## config.mk

```make
export PLATFORM = sky130hd
export DESIGN_NAME = fabric_ql_reserved_ctl
export DESIGN_NICKNAME = d
export VERILOG_FILES = /design/src/rtl/ql_reserved_pkg.sv /design/src/rtl/ql_reserved_timeout_fsm.sv /design/src/rtl/fabric_ql_reserved_ctl.sv
export SDC_FILE = /design/constraint.sdc
export NUM_CORES = 1
export LEC_CHECK = 0
export ABC_CLOCK_PERIOD_IN_PS = 4000
export BUFFER_PORTS_ARGS = -buffer_cell sky130_fd_sc_hd__buf_4
export CORE_MARGIN = 2
export CORE_UTILIZATION = 48
export CTS_CLUSTER_DIAMETER = 60
export DETAILED_ROUTE_END_ITERATION = 16
export PLACE_DENSITY = 0.85
export SYNTH_ARGS = -nofsm -noshare
export SYNTH_HDL_FRONTEND = slang
export SYNTH_SLANG_ARGS = --single-unit
```

## constraint.sdc

```tcl
create_clock -name WBs_CLK_i -period 4 [get_ports WBs_CLK_i]
set_input_delay 0.8 -clock WBs_CLK_i [delete_from_list [all_inputs] [get_ports WBs_CLK_i]]
set_output_delay 0.8 -clock WBs_CLK_i [all_outputs]
set_load 0.02 [all_outputs]
```

## src/rtl/ql_reserved_pkg.sv

```systemverilog
// Shared types and constants for the fabric QuickLogic-reserved register block.
package ql_reserved_pkg;

    typedef enum logic [1:0] {
        ST_IDLE  = 2'd0,
        ST_COUNT = 2'd1,
        ST_DRAIN = 2'd2
    } to_state_t;

    localparam logic [6:0] DEF_CTRL_ADR      = 7'h7C;
    localparam logic [6:0] DEF_STATUS_ADR    = 7'h7D;
    localparam logic [6:0] DEF_CUST_PROD_ADR = 7'h7E;
    localparam logic [6:0] DEF_REVISIONS_ADR = 7'h7F;

    localparam int unsigned CTRL_IRQ_EN_BIT = 30;
    localparam int unsigned CTRL_TO_EN_BIT  = 31;

    localparam int unsigned STAT_FLAG_BIT = 31;
    localparam int unsigned STAT_CNT_LSB  = 16;
    localparam int unsigned STAT_WE_BIT   = 15;
    localparam int unsigned TO_CNT_W      = 8;

    // Saturating increment for the timeout event counter
    function automatic logic [TO_CNT_W-1:0] sat_inc(input logic [TO_CNT_W-1:0] v);
        return (v == '1) ? v : v + TO_CNT_W'(1);
    endfunction

endpackage

```

## src/rtl/ql_reserved_timeout_fsm.sv

```systemverilog
// Default-acknowledge timeout state machine: counts down while a fabric cycle
// is outstanding and requests a default ack if no slave answers in time.
module ql_reserved_timeout_fsm
    import ql_reserved_pkg::*;
#(
    parameter int unsigned CNTR_WIDTH = 4
) (
    input  logic                  WBs_CLK_i,
    input  logic                  WBs_RST_i,
    input  logic                  cyc_i,
    input  logic                  stb_i,
    input  logic                  ack_i,
    input  logic [CNTR_WIDTH-1:0] timeout_i,
    input  logic                  to_en_i,
    output logic                  def_ack_nxt_o
);

    to_state_t             state;
    logic [CNTR_WIDTH-1:0] cntr;
    logic                  enabled;

    assign enabled = to_en_i & (timeout_i != '0);

    // Any slave ack in the final count cycle takes priority over the default ack
    assign def_ack_nxt_o = (state == ST_COUNT) & (cntr == CNTR_WIDTH'(1)) & ~ack_i;

    // State and down-counter; the counter reloads only while idle, so a new
    // timeout value never disturbs a count already in progress
    always_ff @(posedge WBs_CLK_i or posedge WBs_RST_i) begin
        if (WBs_RST_i) begin
            state <= ST_IDLE;
            cntr  <= '0;
        end else begin
            case (state)
                ST_IDLE: begin
                    cntr <= timeout_i;
                    if (cyc_i & stb_i & enabled)
                        state <= ST_COUNT;
                end
                ST_COUNT: begin
                    if (ack_i)
                        state <= ST_IDLE;
                    else if (cntr == CNTR_WIDTH'(1))
                        state <= ST_DRAIN;
                    else
                        cntr <= cntr - CNTR_WIDTH'(1);
                end
                ST_DRAIN: state <= ST_IDLE;
                default:  state <= ST_IDLE;
            endcase
        end
    end

endmodule

```

## src/rtl/fabric_ql_reserved_ctl.sv

```systemverilog
// Fabric QuickLogic-reserved registers: ID/revision readback, control and
// sticky timeout status, default-ack timeout and timeout interrupt.
// Optional build macro QL_RESERVED_ADR_LOG_EN adds capture of the address and
// write flag of the last timed-out access into STATUS.
module fabric_ql_reserved_ctl
    import ql_reserved_pkg::*;
#(
    parameter int unsigned            ADDRWIDTH            = 7,
    parameter int unsigned            DATAWIDTH            = 32,
    parameter logic [ADDRWIDTH-1:0]   CTRL_ADR             = ADDRWIDTH'(DEF_CTRL_ADR),
    parameter logic [ADDRWIDTH-1:0]   STATUS_ADR           = ADDRWIDTH'(DEF_STATUS_ADR),
    parameter logic [ADDRWIDTH-1:0]   CUST_PROD_ADR        = ADDRWIDTH'(DEF_CUST_PROD_ADR),
    parameter logic [ADDRWIDTH-1:0]   REVISIONS_ADR        = ADDRWIDTH'(DEF_REVISIONS_ADR),
    parameter logic [7:0]             CUSTOMER_ID          = 8'h01,
    parameter logic [7:0]             PRODUCT_ID           = 8'h00,
    parameter logic [15:0]            MAJOR_REV            = 16'h0002,
    parameter logic [15:0]            MINOR_REV            = 16'h0000,
    parameter logic [DATAWIDTH-1:0]   DEF_REG_VALUE        = 32'hDEF_FAB_AC,
    parameter int unsigned            CNTR_WIDTH           = 4,
    parameter int unsigned            DEFAULT_CNTR_TIMEOUT = 7
) (
    input  logic                  WBs_CLK_i,
    input  logic                  WBs_RST_i,
    input  logic [ADDRWIDTH-1:0]  WBs_ADR_i,
    input  logic                  WBs_CYC_QL_Reserved_i,
    input  logic                  WBs_CYC_i,
    input  logic                  WBs_STB_i,
    input  logic                  WBs_WE_i,
    input  logic [DATAWIDTH-1:0]  WBs_DAT_i,
    input  logic                  WBs_ACK_i,
    output logic [DATAWIDTH-1:0]  WBs_DAT_o,
    output logic                  WBs_ACK_o,
    output logic                  Timeout_Irq_o
);

    logic                  ack_q;
    logic                  res_ack_nxt;
    logic                  def_ack_nxt;
    logic                  wr_commit;
    logic                  status_clr;
    logic [CNTR_WIDTH-1:0] wr_timeout;

    logic [CNTR_WIDTH-1:0] ctrl_timeout;
    logic                  ctrl_irq_en;
    logic                  ctrl_to_en;

    logic                  to_flag;
    logic [TO_CNT_W-1:0]   to_cnt;
    logic                  irq_q;
    logic                  unused_wdat;

`ifdef QL_RESERVED_ADR_LOG_EN
    logic [ADDRWIDTH-1:0]  log_adr;
    logic                  log_we;
`endif

    assign res_ack_nxt = WBs_CYC_QL_Reserved_i & WBs_STB_i & ~ack_q;
    assign wr_commit   = res_ack_nxt & WBs_WE_i;
    assign status_clr  = wr_commit & (WBs_ADR_i == STATUS_ADR) & WBs_DAT_i[STAT_FLAG_BIT];
    assign wr_timeout  = WBs_DAT_i[CNTR_WIDTH-1:0];
    assign unused_wdat = ^WBs_DAT_i;

    assign WBs_ACK_o     = ack_q;
    assign Timeout_Irq_o = irq_q;

    ql_reserved_timeout_fsm #(
        .CNTR_WIDTH (CNTR_WIDTH)
    ) u_timeout_fsm (
        .WBs_CLK_i     (WBs_CLK_i),
        .WBs_RST_i     (WBs_RST_i),
        .cyc_i         (WBs_CYC_i),
        .stb_i         (WBs_STB_i),
        .ack_i         (WBs_ACK_i),
        .timeout_i     (ctrl_timeout),
        .to_en_i       (ctrl_to_en),
        .def_ack_nxt_o (def_ack_nxt)
    );

    // Combined acknowledge: reserved-register ack or default timeout ack
    always_ff @(posedge WBs_CLK_i or posedge WBs_RST_i) begin
        if (WBs_RST_i)
            ack_q <= 1'b0;
        else
            ack_q <= res_ack_nxt | def_ack_nxt;
    end

    // Control register; a timeout of 1 is promoted to 2
    always_ff @(posedge WBs_CLK_i or posedge WBs_RST_i) begin
        if (WBs_RST_i) begin
            ctrl_timeout <= CNTR_WIDTH'(DEFAULT_CNTR_TIMEOUT);
            ctrl_irq_en  <= 1'b0;
            ctrl_to_en   <= 1'b1;
        end else if (wr_commit && (WBs_ADR_i == CTRL_ADR)) begin
            ctrl_timeout <= (wr_timeout == CNTR_WIDTH'(1)) ? CNTR_WIDTH'(2) : wr_timeout;
            ctrl_irq_en  <= WBs_DAT_i[CTRL_IRQ_EN_BIT];
            ctrl_to_en   <= WBs_DAT_i[CTRL_TO_EN_BIT];
        end
    end

    // Sticky timeout flag and saturating event count; a timeout on the same
    // edge as a clear restarts the count at 1 instead of losing the event
    always_ff @(posedge WBs_CLK_i or posedge WBs_RST_i) begin
        if (WBs_RST_i) begin
            to_flag <= 1'b0;
            to_cnt  <= '0;
        end else if (def_ack_nxt) begin
            to_flag <= 1'b1;
            to_cnt  <= status_clr ? TO_CNT_W'(1) : sat_inc(to_cnt);
        end else if (status_clr) begin
            to_flag <= 1'b0;
            to_cnt  <= '0;
        end
    end

`ifdef QL_RESERVED_ADR_LOG_EN
    // Capture address and direction of the access that timed out
    always_ff @(posedge WBs_CLK_i or posedge WBs_RST_i) begin
        if (WBs_RST_i) begin
            log_adr <= '0;
            log_we  <= 1'b0;
        end else if (def_ack_nxt) begin
            log_adr <= WBs_ADR_i;
            log_we  <= WBs_WE_i;
        end
    end
`endif

    // Registered timeout interrupt
    always_ff @(posedge WBs_CLK_i or posedge WBs_RST_i) begin
        if (WBs_RST_i)
            irq_q <= 1'b0;
        else
            irq_q <= to_flag & ctrl_irq_en;
    end

    // Combinational read mux on the current address
    always_comb begin
        WBs_DAT_o = DEF_REG_VALUE;
        if (WBs_ADR_i == CTRL_ADR) begin
            WBs_DAT_o                   = '0;
            WBs_DAT_o[CTRL_TO_EN_BIT]   = ctrl_to_en;
            WBs_DAT_o[CTRL_IRQ_EN_BIT]  = ctrl_irq_en;
            WBs_DAT_o[CNTR_WIDTH-1:0]   = ctrl_timeout;
        end else if (WBs_ADR_i == STATUS_ADR) begin
            WBs_DAT_o                              = '0;
            WBs_DAT_o[STAT_FLAG_BIT]               = to_flag;
            WBs_DAT_o[STAT_CNT_LSB +: TO_CNT_W]    = to_cnt;
`ifdef QL_RESERVED_ADR_LOG_EN
            WBs_DAT_o[STAT_WE_BIT]                 = log_we;
            WBs_DAT_o[ADDRWIDTH-1:0]               = log_adr;
`endif
        end else if (WBs_ADR_i == CUST_PROD_ADR) begin
            WBs_DAT_o = {16'h0000, CUSTOMER_ID, PRODUCT_ID};
        end else if (WBs_ADR_i == REVISIONS_ADR) begin
            WBs_DAT_o = {MAJOR_REV, MINOR_REV};
        end
    end

endmodule

```

==> summary.md <==
| Metric | Value |
|---|---|
| Status | finished, final reports clean |
| Slowest cell on crit path | and2_1 |
| Root Buffer Master | clkbuf_4 |
| Lkg Pwr | 0.864 nW |
| CTS clk-pin slew, worst paths | 130 ps |
| Drt first-iter violations | 27 |
| Synth Area in Simple Gates | 28.7% |
| Seq/Total Area, Yosys | 38.5% |
| Pin count of the biggest net entering global routing | 24 |
| Fin Clk Skew | 10.9 ps |
| Slew Viols, Final | 0 |
| NumNets Final | 257 |
| Crit-path max cell delay | 410 ps |
| Asr flop ratio synth | 100% |
| Post-CTS Hold Buffers | 0 |
| WL/cell | 12.9 µm |
| Mapped cell area | 0.00151 mm² |
| TritonCTS clock tree | done |
| Initial Util | 49.8% |
| Worst slew pin tran | 875 ps |
| Largest cells by area after synthesis | dfrtp_1, buf_4, nand2_1, dfstp_2, mux2_2 |
| CP cell instances | buf_4 > and4_1 > and2_1 > inv_1 > buf_4 |
| Syn avg cell area | 8.81 µm² |
| IO Port Bufs | 46 |
| Mux contribution to synthesized area | 4.32% |
| Setup-failing EPs final | 0 |
| Worst setup startpoint | WBs_ADR_i[6] |
| Min-delay worst type | flop to flop |
| R2R depth | 6 |
| Setup_tns | 0 ps |
| Synth cell types | 41 |
| Post-synth top area cell | dfrtp_1 |
| YS warnings | 0 |
| Post-layout util | 60.1% |
| Combinational family with the most area after synthesis | simple AND/OR/NAND/NOR gates |
| Routed via count | 1,342 |
| Post-synthesis cell count | 171 |
| CP Capture Type | output port |
| Maxcap violations | 0 |
| Worst slew margin | 41.6% |
| Synth top area share | 31.6% |
| Number of synthesized flops with an enable pin | 0 |
| FF-to-FF setup slack | 2100 ps |
| Routed Antenna Nets | 0 |
| Total track usage | 18.7% |
| Final min period | 2770 ps |
| RSZ-0062 raised after global routing | no |
| Clock buffer depth | 2 |
| Worst reg2reg path startpoint | u_timeout_fsm.cntr[1]$_DFFE_PP0P_ |
| CP Max Fanout | 12 |
| Cts bufs inserted | 3 |
| Ant. Diodes | 0 |
| CP required | 3200 ps |
| Final Cycle Share | 69.3% |
| Filler instances | 287 |
| Initial antenna violation count | 0 |
| Top-count cell post-synth | nand2_1 |
| Die H | 60.0 µm |
| Maximum vdd drop | 156 µV |
| Number of global-route vias before repair | 1,148 |
| Die Wd | 60.0 µm |
| Clock sinks | 23 |
| FMAX | 361 MHz |
| Critical hold path startpoint | WBs_ACK_o$_DFF_PP0_ |
| Synth-to-Final Area Change | 20.8% |
| Layout cells sized above 1 | 32.9% |
| Synth Area in Adders | 2.49% |
| Top FF cell, synth | dfrtp_1 |
| Synth Area in XOR/XNOR | 0% |
| Final hold vios | 0 |
| Crit path top cell by count | buf_4 |
| FP Rows | 20 |
| DP HPWL | 2.42 mm |
| PD cells | 226 mW/mm² |
| DIE AREA | 0.00360 mm² |
| Hold path depth | 1 |
| Crit Path Class | input port to output port |
| WP buf/inv | 3 |
| Post-cts resize count | 0 |
| First-pass GRT wire length | 5.09 mm |
| CP top delay family | simple AND/OR/NAND/NOR gates |
| H-Tree Depth | 1 |
| Complex-gate fraction of the synthesized area | 14.0% |
| First-pass iteration count of the detailed router | 4 |
| WP depth | 5 |
| Detail-routed via count per cell | 5.35 |
| Clock latency on the worst-skew pair | 320 ps |
| Seq cells post-synth | 23 |
| Most instantiated cells after synthesis | nand2_1, dfrtp_1, buf_4 |
| GR Overflow Total | 0 |
| Core ar. | 0.00303 mm² |
| Post-route DRC violation count | 0 |
| Io pins | 80 |
| Routed WL | 3.23 mm |
| Routability-driven placement congestion ratio | 0.817 |
| Critical Path AT | 1970 ps |
| Setup bufs post-CTS | 0 |
| Worst Setup Start Kind | input port |
==> state kept, by name, indices dropped and copies added, names as in the netlist <==
signal and cells:
to_cnt 8, ctrl_timeout 4, u_timeout_fsm.cntr 4, u_timeout_fsm.state 2
Timeout_Irq_o 1, WBs_ACK_o 1, ctrl_irq_en 1, ctrl_to_en 1
to_flag 1
==> layer usage <==
metal  up-vias  track usage (%)  wire (µm)
met2        40             30.0       1580
met4         0             6.67         51
met3         6             1.52        147
met5         -                0          0
met1       640             26.4       1460
li1        656                -          -
==> metrics by stage <==
stage / instances / worst slack [ps] / total power, mW / hold slack (ps) / area [µm²]
after floorplan: 177 / 1150 / 0.279 / 460 / 1530
final: 251 / 1230 / 0.412 / 505 / 1820
after detailed placement: 247 / 1220 / 0.301 / 486 / 1790
after CTS: 251 / 1220 / 0.415 / 510 / 1820
after global routing: 251 / 1100 / 0.427 / 542 / 1820
after global placement: 247 / 1230 / 0.300 / 481 / 1790
==> power breakdown <==
| part | internal (mW) | switching (mW) |
|---|---|---|
| Combinational | 0.0240 | 0.0327 |
| Sequential | 0.237 | 0.00341 |
| Clock | 0.0382 | 0.0771 |
==> final timing paths <==
path | end
setup / recovery | WBs_DAT_o[25]
hold / removal | WBs_ACK_o$_DFF_PP0_
setup reg to reg | to_cnt[4]$_DFFE_PP0P_
hold reg to reg | WBs_ACK_o$_DFF_PP0_
max in group asynchronous | to_cnt[7]$_DFFE_PP0P_
min in group asynchronous | u_timeout_fsm.cntr[1]$_DFFE_PP0P_
==> area by class of cell <==
class | count | area [µm²] | share of cell area (%)
clock buffers | 3 | 22.5 | 1.24
clock inverters | 1 | 7.51 | 0.412
inverters | 8 | 30.0 | 1.65
multi-input cells | 125 | 772 | 42.4
flip-flops and latches | 23 | 581 | 31.9
well taps | 44 | 55.1 | 3.02
repair buffers | 47 | 353 | 19.4
==> placed cells by master, fill, tap and decap left out, drive strengths merged, types with 2 or more instances in the layout <==
| cell | instances |
|---|---|
| nand2 | 31 |
| nor2 | 11 |
| buf | 47 |
| o211ai | 4 |
| conb | 7 |
| and4 | 5 |
| and3 | 5 |
| inv | 8 |
| a21oi | 6 |
| and2 | 2 |
| nor3 | 3 |
| nand3 | 4 |
| nor3b | 2 |
| ha | 3 |
| dfrtp | 19 |
| dfstp | 4 |
| o22a | 2 |
| nor4 | 2 |
| mux2 | 4 |
| clkbuf | 3 |
| a31oi | 2 |
| nand4 | 5 |
| mux2i | 2 |
| or3 | 3 |
| o21a | 2 |
| o21ai | 8 |
| o31ai | 2 |
==> kinds of logic after synthesis <==
family | Yosys count
muxes | 6
other | 1
AOI/OAI and AO/OA | 31
and+or+nand+nor | 78
buffers and inverters | 29
DFF | 23
adders and majority gates | 3
Note: power is estimated with default switching activity, not from simulation.
